<file path="src/rtl/factorial_pkg.sv">
// Shared widths, FSM state encoding and BCD word type for the factorial
// result formatting stages.
package factorial_pkg;

  localparam int unsigned FACT_W     = 46;
  localparam int unsigned FACT_IN_W  = 4;
  localparam int unsigned BCD_DIGITS = 14;

  typedef enum logic [1:0] {
    IDLE,
    SHIFT,
    DONE
  } bcd_state_t;

  typedef logic [BCD_DIGITS*4-1:0] bcd_word_t;

endpackage

</file>
<file path="src/rtl/bcd_add3_digit.sv">
// Double-dabble digit correction: add 3 to a BCD digit of 5 or more so the
// following left shift carries correctly into the next decimal digit.
module bcd_add3_digit (
  input  logic [3:0] d,
  output logic [3:0] q
);

  assign q = (d >= 4'd5) ? d + 4'd3 : d;

endmodule

</file>
<file path="src/rtl/factorial_bcd_conv.sv">
// Sequential double-dabble converter: turns a binary factorial result into
// packed BCD, one bit per cycle, and reports the significant digit count.
module factorial_bcd_conv
  import factorial_pkg::*;
#(
  parameter int unsigned BIN_W  = FACT_W,
  parameter int unsigned DIGITS = BCD_DIGITS
) (
  input  logic                  clk,
  input  logic                  resetn,
  input  logic [BIN_W-1:0]      in_data,
  input  logic                  in_valid,
  output logic [DIGITS*4-1:0]   out_bcd,
  output logic [3:0]            out_ndigits,
  output logic                  out_valid,
  output logic                  out_busy
);

  localparam int unsigned CNT_W = $clog2(BIN_W + 1);
  localparam int unsigned ACC_W = DIGITS * 4;
  // ceil(BIN_W * log10(2)) in integer arithmetic
  localparam int unsigned MIN_DIGITS = (BIN_W * 30103 + 99999) / 100000;

  if (DIGITS < MIN_DIGITS) begin : g_digits_check
    $error("DIGITS too small for BIN_W");
  end

  bcd_state_t       state_q, state_d;
  logic [BIN_W-1:0] bin_q;
  logic [ACC_W-1:0] acc_q;
  logic [ACC_W-1:0] acc_adj;
  logic [CNT_W-1:0] cnt_q;
  logic [3:0]       ndigits;

  for (genvar g = 0; g < DIGITS; g++) begin : g_add3
    bcd_add3_digit u_add3 (
      .d (acc_q[4*g +: 4]),
      .q (acc_adj[4*g +: 4])
    );
  end

  always_ff @(posedge clk or negedge resetn) begin
    if (!resetn) begin
      state_q <= IDLE;
    end else begin
      state_q <= state_d;
    end
  end

  always_comb begin
    state_d = state_q;
    unique case (state_q)
      IDLE:    if (in_valid) state_d = SHIFT;
      SHIFT:   if (cnt_q == CNT_W'(1)) state_d = DONE;
      DONE:    state_d = IDLE;
      default: state_d = IDLE;
    endcase
  end

  always_comb begin
    out_busy = (state_q != IDLE);
  end

  // Highest nonzero digit wins; an all-zero result still shows one digit.
  always_comb begin
    ndigits = 4'd1;
    for (int i = 0; i < int'(DIGITS); i++) begin
      if (acc_q[4*i +: 4] != 4'd0) ndigits = 4'(i + 1);
    end
  end

  always_ff @(posedge clk or negedge resetn) begin
    if (!resetn) begin
      bin_q       <= '0;
      acc_q       <= '0;
      cnt_q       <= '0;
      out_bcd     <= '0;
      out_ndigits <= 4'd1;
      out_valid   <= 1'b0;
    end else begin
      out_valid <= 1'b0;
      unique case (state_q)
        IDLE: begin
          if (in_valid) begin
            bin_q <= in_data;
            acc_q <= '0;
            cnt_q <= CNT_W'(BIN_W);
          end
        end
        SHIFT: begin
          acc_q <= {acc_adj[ACC_W-2:0], bin_q[BIN_W-1]};
          bin_q <= {bin_q[BIN_W-2:0], 1'b0};
          cnt_q <= cnt_q - CNT_W'(1);
        end
        DONE: begin
          out_bcd     <= acc_q;
          out_ndigits <= ndigits;
          out_valid   <= 1'b1;
        end
        default: ;
      endcase
    end
  end

endmodule

</file>
<file path="config.mk">
export PLATFORM = sky130hd
export DESIGN_NAME = factorial_bcd_conv
export DESIGN_NICKNAME = d
export VERILOG_FILES = /design/src/rtl/factorial_pkg.sv /design/src/rtl/bcd_add3_digit.sv /design/src/rtl/factorial_bcd_conv.sv
export SDC_FILE = /design/constraint.sdc
export NUM_CORES = 1
export LEC_CHECK = 0
export CORE_MARGIN = 2
export CORE_UTILIZATION = 60
export DETAILED_ROUTE_END_ITERATION = 12
export PLACE_DENSITY = 0.86
export RECOVER_POWER = 50
export SKIP_LAST_GASP = 1
export SLEW_MARGIN = 20
export SYNTH_ARGS = -nofsm -noshare
export SYNTH_HDL_FRONTEND = slang
export SYNTH_SLANG_ARGS = --single-unit
</file>
<file path="constraint.sdc">
create_clock -name clk -period 4.4 [get_ports clk]
set_clock_uncertainty 0.15 [all_clocks]
set_input_delay 0.88 -clock clk [delete_from_list [all_inputs] [get_ports clk]]
set_output_delay 0.88 -clock clk [all_outputs]
set_load 0.005 [all_outputs]
</file>
# Word-level counts from Yosys, hierarchy flattened
# Cells that the tools add are included.
op_classes:
  addsub: 15
  eq_ne: 5
  mux: 37
  magnitude_cmp: 14
  reduce_logical: 18
ops:
  columns: ["operator", "count"]
  rows:
  - ["case mux 56 bit (2 select lines)", 1]
  - ["2-to-1 mux 4 bit", 23]
  - ["case mux 46 bit (2 select lines)", 1]
  - ["greater-or-equal comparator 4 x 3 -> 1 bit (second input constant)", 14]
  - ["2-to-1 mux 56 bit", 1]
  - ["adder 4 x 2 -> 4 bit (second input constant)", 13]
  - ["nonzero test 4 bit", 13]
  - ["2-to-1 mux 46 bit", 1]
  - ["case mux 6 bit (2 select lines)", 1]
  - ["2-to-1 mux 2 bit", 4]
  - ["equality test 6 x 1 -> 1 bit (second input constant)", 1]
  - ["2-to-1 mux 3 bit", 2]
  - ["2-to-1 mux 6 bit", 1]
  - ["subtractor 6 x 1 -> 6 bit (second input constant)", 1]
  - ["inequality test 2 bit (second input constant)", 2]
  - ["case mux 2 bit (2 select lines)", 1]
  - ["AND reduction 2 bit", 2]
  - ["nonzero test 2 bit", 2]
  - ["adder 3 x 2 -> 3 bit (second input constant)", 1]
  - ["equality test 2 x 1 -> 1 bit (second input constant)", 1]
  - ["equality test 2 bit (second input constant)", 1]
  - ["zero test 2 bit", 1]
  - ["2-to-1 mux 1 bit", 1]
word_totals:
  output_inout_bits: 62
  reg_bits: 171
  word_cells: 96
  in_bits: 49

# Depth between registers and ports, before layout
depth:
  ltp_word: 14
  ltp_mapped: 6
  ltp_nobuf: 6

# Hierarchy
# Synthesis repeated with hierarchy kept, for this count alone.
unflattened:
  cells_unflattened: 924
  area_unflattened_um2: 8554.5
by_module_without_submodules:
  columns: ["mod", "seq_area_each_um2", "instances", "area_per_inst_um2", "cells_each"]
  rows:
  - ["factorial_bcd_conv", 4280.4, 1, 7135.6, 700]
  - ["bcd_add3_digit", 0.0, 14, 101.3, 16]

# Least setup slack after synthesis
# No wires, ideal clock.
synth_path:
  path_type: "reg2reg"
  startpoint: "register acc_q[16]"
  endpoint: "register acc_q[18]"
  path_stages_with_launch: 7
  setup_ps: 83
  arrival_ps: 1627
  path_buffers: 0
  setup_slack_ps: 2540
  path_cell_list: "dfrtp_1 inv_1 ha_1 or2b_1 a21oi_1 mux2_2 o21ai_0"
synth_between:
  elab_chain_len: 3
  word_cells_on_any_way: 4
  cone_classes: "add/sub: 1; order compare: 1; mux: 2"
synth_lines:
  columns: ["element", "line_no", "source"]
  rows:
  - ["from (decl)", "factorial_bcd_conv.sv:30", "logic [ACC_W-1:0] acc_q;"]
  - ["from (signal assigned)", "factorial_bcd_conv.sv:91", "acc_q <= {acc_adj[ACC_W-2:0], bin_q[BIN_W-1]};"]
  - ["adder 4 x 2 -> 4 bit / greater-or-equal comparator 4 x 3 -> 1 bit (equally long branches)", "bcd_add3_digit.sv:8", "assign q = (d >= 4'd5) ? d + 4'd3 : d;"]
  - ["2-to-1 mux 4 bit (*)", "bcd_add3_digit.sv:8", null]
  - ["case mux 56 bit (2 select lines) (*)", "factorial_bcd_conv.sv:82", "unique case (state_q)"]
# Every way passes the cells marked *; elsewhere a longest branch is shown, timed or not.
# A chain may end at the register's enable or synchronous reset.

# Worst setup path after layout
layout_path:
  startpoint: "register state_q[0]"
  endpoint: "output port out_busy"
layout_between:
  elab_chain_len: 1
layout_lines:
  columns: ["element", "line_no", "source"]
  rows:
  - ["from (decl)", "factorial_bcd_conv.sv:28", "bcd_state_t state_q, state_d;"]
  - ["from (signal assigned)", "factorial_bcd_conv.sv:46", "state_q <= state_d;"]
  - ["nonzero test 2 bit", "factorial_bcd_conv.sv:61", "out_busy = (state_q != IDLE);"]
  - ["to (decl)", "factorial_bcd_conv.sv:16", "output logic out_busy"]
# Every way passes these cells.

==> reports/metrics.cfg <==
[run_status]
status = complete, but fails checks
violations = capacitance limit, slew limit

[clocking]
root_buffer = clkbuf_16
clkTransAtPathRegs_ns = 0.06
cts_tree = done
cts_resized = 0
clock-sinks = 171
insertion_delay_ns = 0.43
cts.htree.levels = 4
cts_hold_buf = 0
cts_buffers = 17
cts_buffer_depth = 2
postCtsSetupRepairBufs = 0

[sta]
setup_viol_count_final = 0
slew_violations = 229
max_clock_freq_mhz = 294
fin_crit_sh_pct = 77.4
setup_tns_ns = 0
maxSlewHeadroom_pct = -73.2
rsz0062_at_grt = no
period_minus_slack_ns = 3.40
finalHoldViolCount = 0
tightest_slew_ns = 2.60

[grt]
grt_pass1_vias = 6256
grt_antenna_before_repair = 0
grt_pass1_wl_um = 30200
grt_start_max_net_pins = 106
grt_overflow = 0
grt_usage_pct = 25.9

[setup_path]
cp-start-kind = flop
slowest_stage = dfrtp_1
endpoint_kind = primary output
max_stage_delay_ns = 1.08
path_delay_family = flip-flops
path_cells = nor2_1 > inv_1 > clkdlybuf4s50_1
worst-path-max-fanout = 36
cp_data_required_time_ns = 3.37
critical_path_buf_inv_count = 2
arrival_ns = 2.37
critPathKind = flop to primary output

[power_and_ir_drop]
power.switching_uw = 2240
p_int_uw = 4120
pwr-share-clk_pct = 24.3
p_seq_share_pct = 39.5
worst_ir_drop_vdd_mv = 0.324
p_leak_uw = 0.00466
pwr-share-comb_pct = 36.2
p_per_area_mw_per_mm2 = 633
switching_share_pct = 35.2

[final_layout]
drive_gt1_share_pct = 6.86
fin_area_mm2 = 0.0101
area_growth_pct = 21.9
final_cell_mix = nand2_1 (175), dfrtp_1 (170), clkdlybuf4s50_1 (108)
mostFrequentLayoutCell = nand2_1
insertedDiodeCount = 0
fillers = 949
nNetsFinal = 1014
fin_util_pct = 75.3

[placed_design]
placed_area_mm2 = 0.00946
io_buffers = 110
place.gp.congestion = 0.816
hpwl_um = 11300

[yosys]
yosys-top-cells-area = dfrtp_1 (52%), nand2_1 (8.0%), o21ai_0 (6.2%)
yosysWarnings = 0
yosysSeqAreaShare_pct = 51.9
netlist_area_mm2 = 0.00825
ys_types = 44
syn_inst = 845
synth_top_area_cell = dfrtp_1
yosysTopAreaCellShare_pct = 51.6
synth_nets = 924
synth-seq-cells = 171
synth_area_per_cell_um2 = 9.76

[floorplanning]
rows = 42
start_util_pct = 61.8
die_w_um = 121
die_area_mm2 = 0.0147
fp.dieH_um = 121
boundaryPins = 111
core_mm2 = 0.0133

[route]
ant_nets = 0
drc = 0
vias = 6553
dr.pass1.iters = 5
totalWireLength_um = 18000
wl_per_cell_um = 16.0
detail_route.iter0.violations = 602
via_per_inst = 5.83

[min_path]
worstHoldPathType = flop to flop

[run]
max_cap_viol_count = 3

==> cells in the mapped netlist (all sizes together) <==
cell / number
a211oi: 2
a21oi: 61
a22o: 3
a22oi: 1
a31o: 1
a31oi: 4
a32o: 14
and2: 2
and3b: 45
buf: 24
clkbuf: 27
clkinv: 1
dfrtp: 170
dfstp: 1
ha: 30
inv: 31
mux2: 12
mux2i: 2
nand2: 175
nand2b: 14
nand3: 5
nand4: 3
nor2: 16
nor2b: 2
nor3b: 8
nor4: 2
o211ai: 3
o21ai: 103
o21bai: 1
o22ai: 15
o31ai: 14
o32ai: 13
or2b: 2
or3: 2
or3b: 8
xnor2: 15
xor2: 13
==> registers in the layout, indices dropped and copies added (netlist names) <==
name         flops
acc_q           56
out_valid        1
bin_q           46
cnt_q            6
out_ndigits      4
out_bcd         56
state_q          2
==> power by group through the flow <==
stage / registers (µW) / logic [µW] / clock network (µW)
2_1_floorplan: 2390 / 1750 / 0
3_3_place_gp: 2510 / 2150 / 0
3_5_place_dp: 2520 / 2260 / 0
4_1_cts: 2510 / 2310 / 1550
5_1_grt: 2580 / 2580 / 1630
6_report: 2520 / 2310 / 1540
==> routing by layer <==
layer  part of all wire (%)  track usage, %
met4                    2.1            8.62
met1                     45            35.2
met3                    4.2            5.26
met5                      0               0
met2                     49            41.9
==> stage by stage <==
step	total power [µW]	std cells	hold slack [ns]	setup WS, ns
2_1_floorplan	4140	845	0.300	2.54
3_3_place_gp	4650	1092	0.308	1.51
3_5_place_dp	4780	1092	0.313	1.44
4_1_cts	6370	1124	0.328	1.24
5_1_grt	6790	1124	0.350	0.672
6_report	6360	1124	0.323	0.996
==> worst paths after layout <==
path / start / end / slack [ns] / cells past startpoint
max in group asynchronous: resetn / out_bcd[15]$_DFFE_PN0P_ / 1.20 / 2
hold / removal: out_bcd[31]$_DFFE_PN0P_ / out_bcd[31]$_DFFE_PN0P_ / 0.32 / 2
setup reg to reg: state_q[0]$_DFFE_PN0P_ / out_ndigits[0]$_DFFE_PN1P_ / 1.04 / 6
setup / recovery: state_q[0]$_DFFE_PN0P_ / out_busy / 1.0 / 3
min in group asynchronous: resetn / out_bcd[24]$_DFFE_PN0P_ / 1.10 / 1
hold reg to reg: out_bcd[31]$_DFFE_PN0P_ / out_bcd[31]$_DFFE_PN0P_ / 0.32 / 2
==> logic make-up (layout without fill, tap and decap cells) <==
group | Yosys count | count (layout) | share of synthesized area, %
AND/OR/NAND/NOR | 284 | 284 | 17.7
AO/OA/AOI/OAI | 235 | 235 | 16.9
flip-flops | 171 | 171 | 51.9
buffers and inverters | 83 | 186 | 4.13
adder cells (fa/ha/maj) | 30 | 30 | 4.55
XOR/XNOR | 28 | 28 | 2.97
multiplexers | 14 | 14 | 1.88
==> final cells by class <==
cell class / instances / area, µm² / area share, %
inverters: 32 / 120 / 1.19
flip-flops and latches: 171 / 4280 / 42.6
repair buffers: 122 / 1180 / 11.7
multi-input cells: 591 / 3650 / 36.3
clock buffers: 25 / 495 / 4.93
well taps: 176 / 220 / 2.19
clock inverters: 7 / 113 / 1.12
==> worst min-delay path: stages, from the launching register on <==
cell,delay [ns]
dfrtp_1,0.34
nand2_1,0.05
nand2_1,0.05
(Power assumes the default switching activity.)
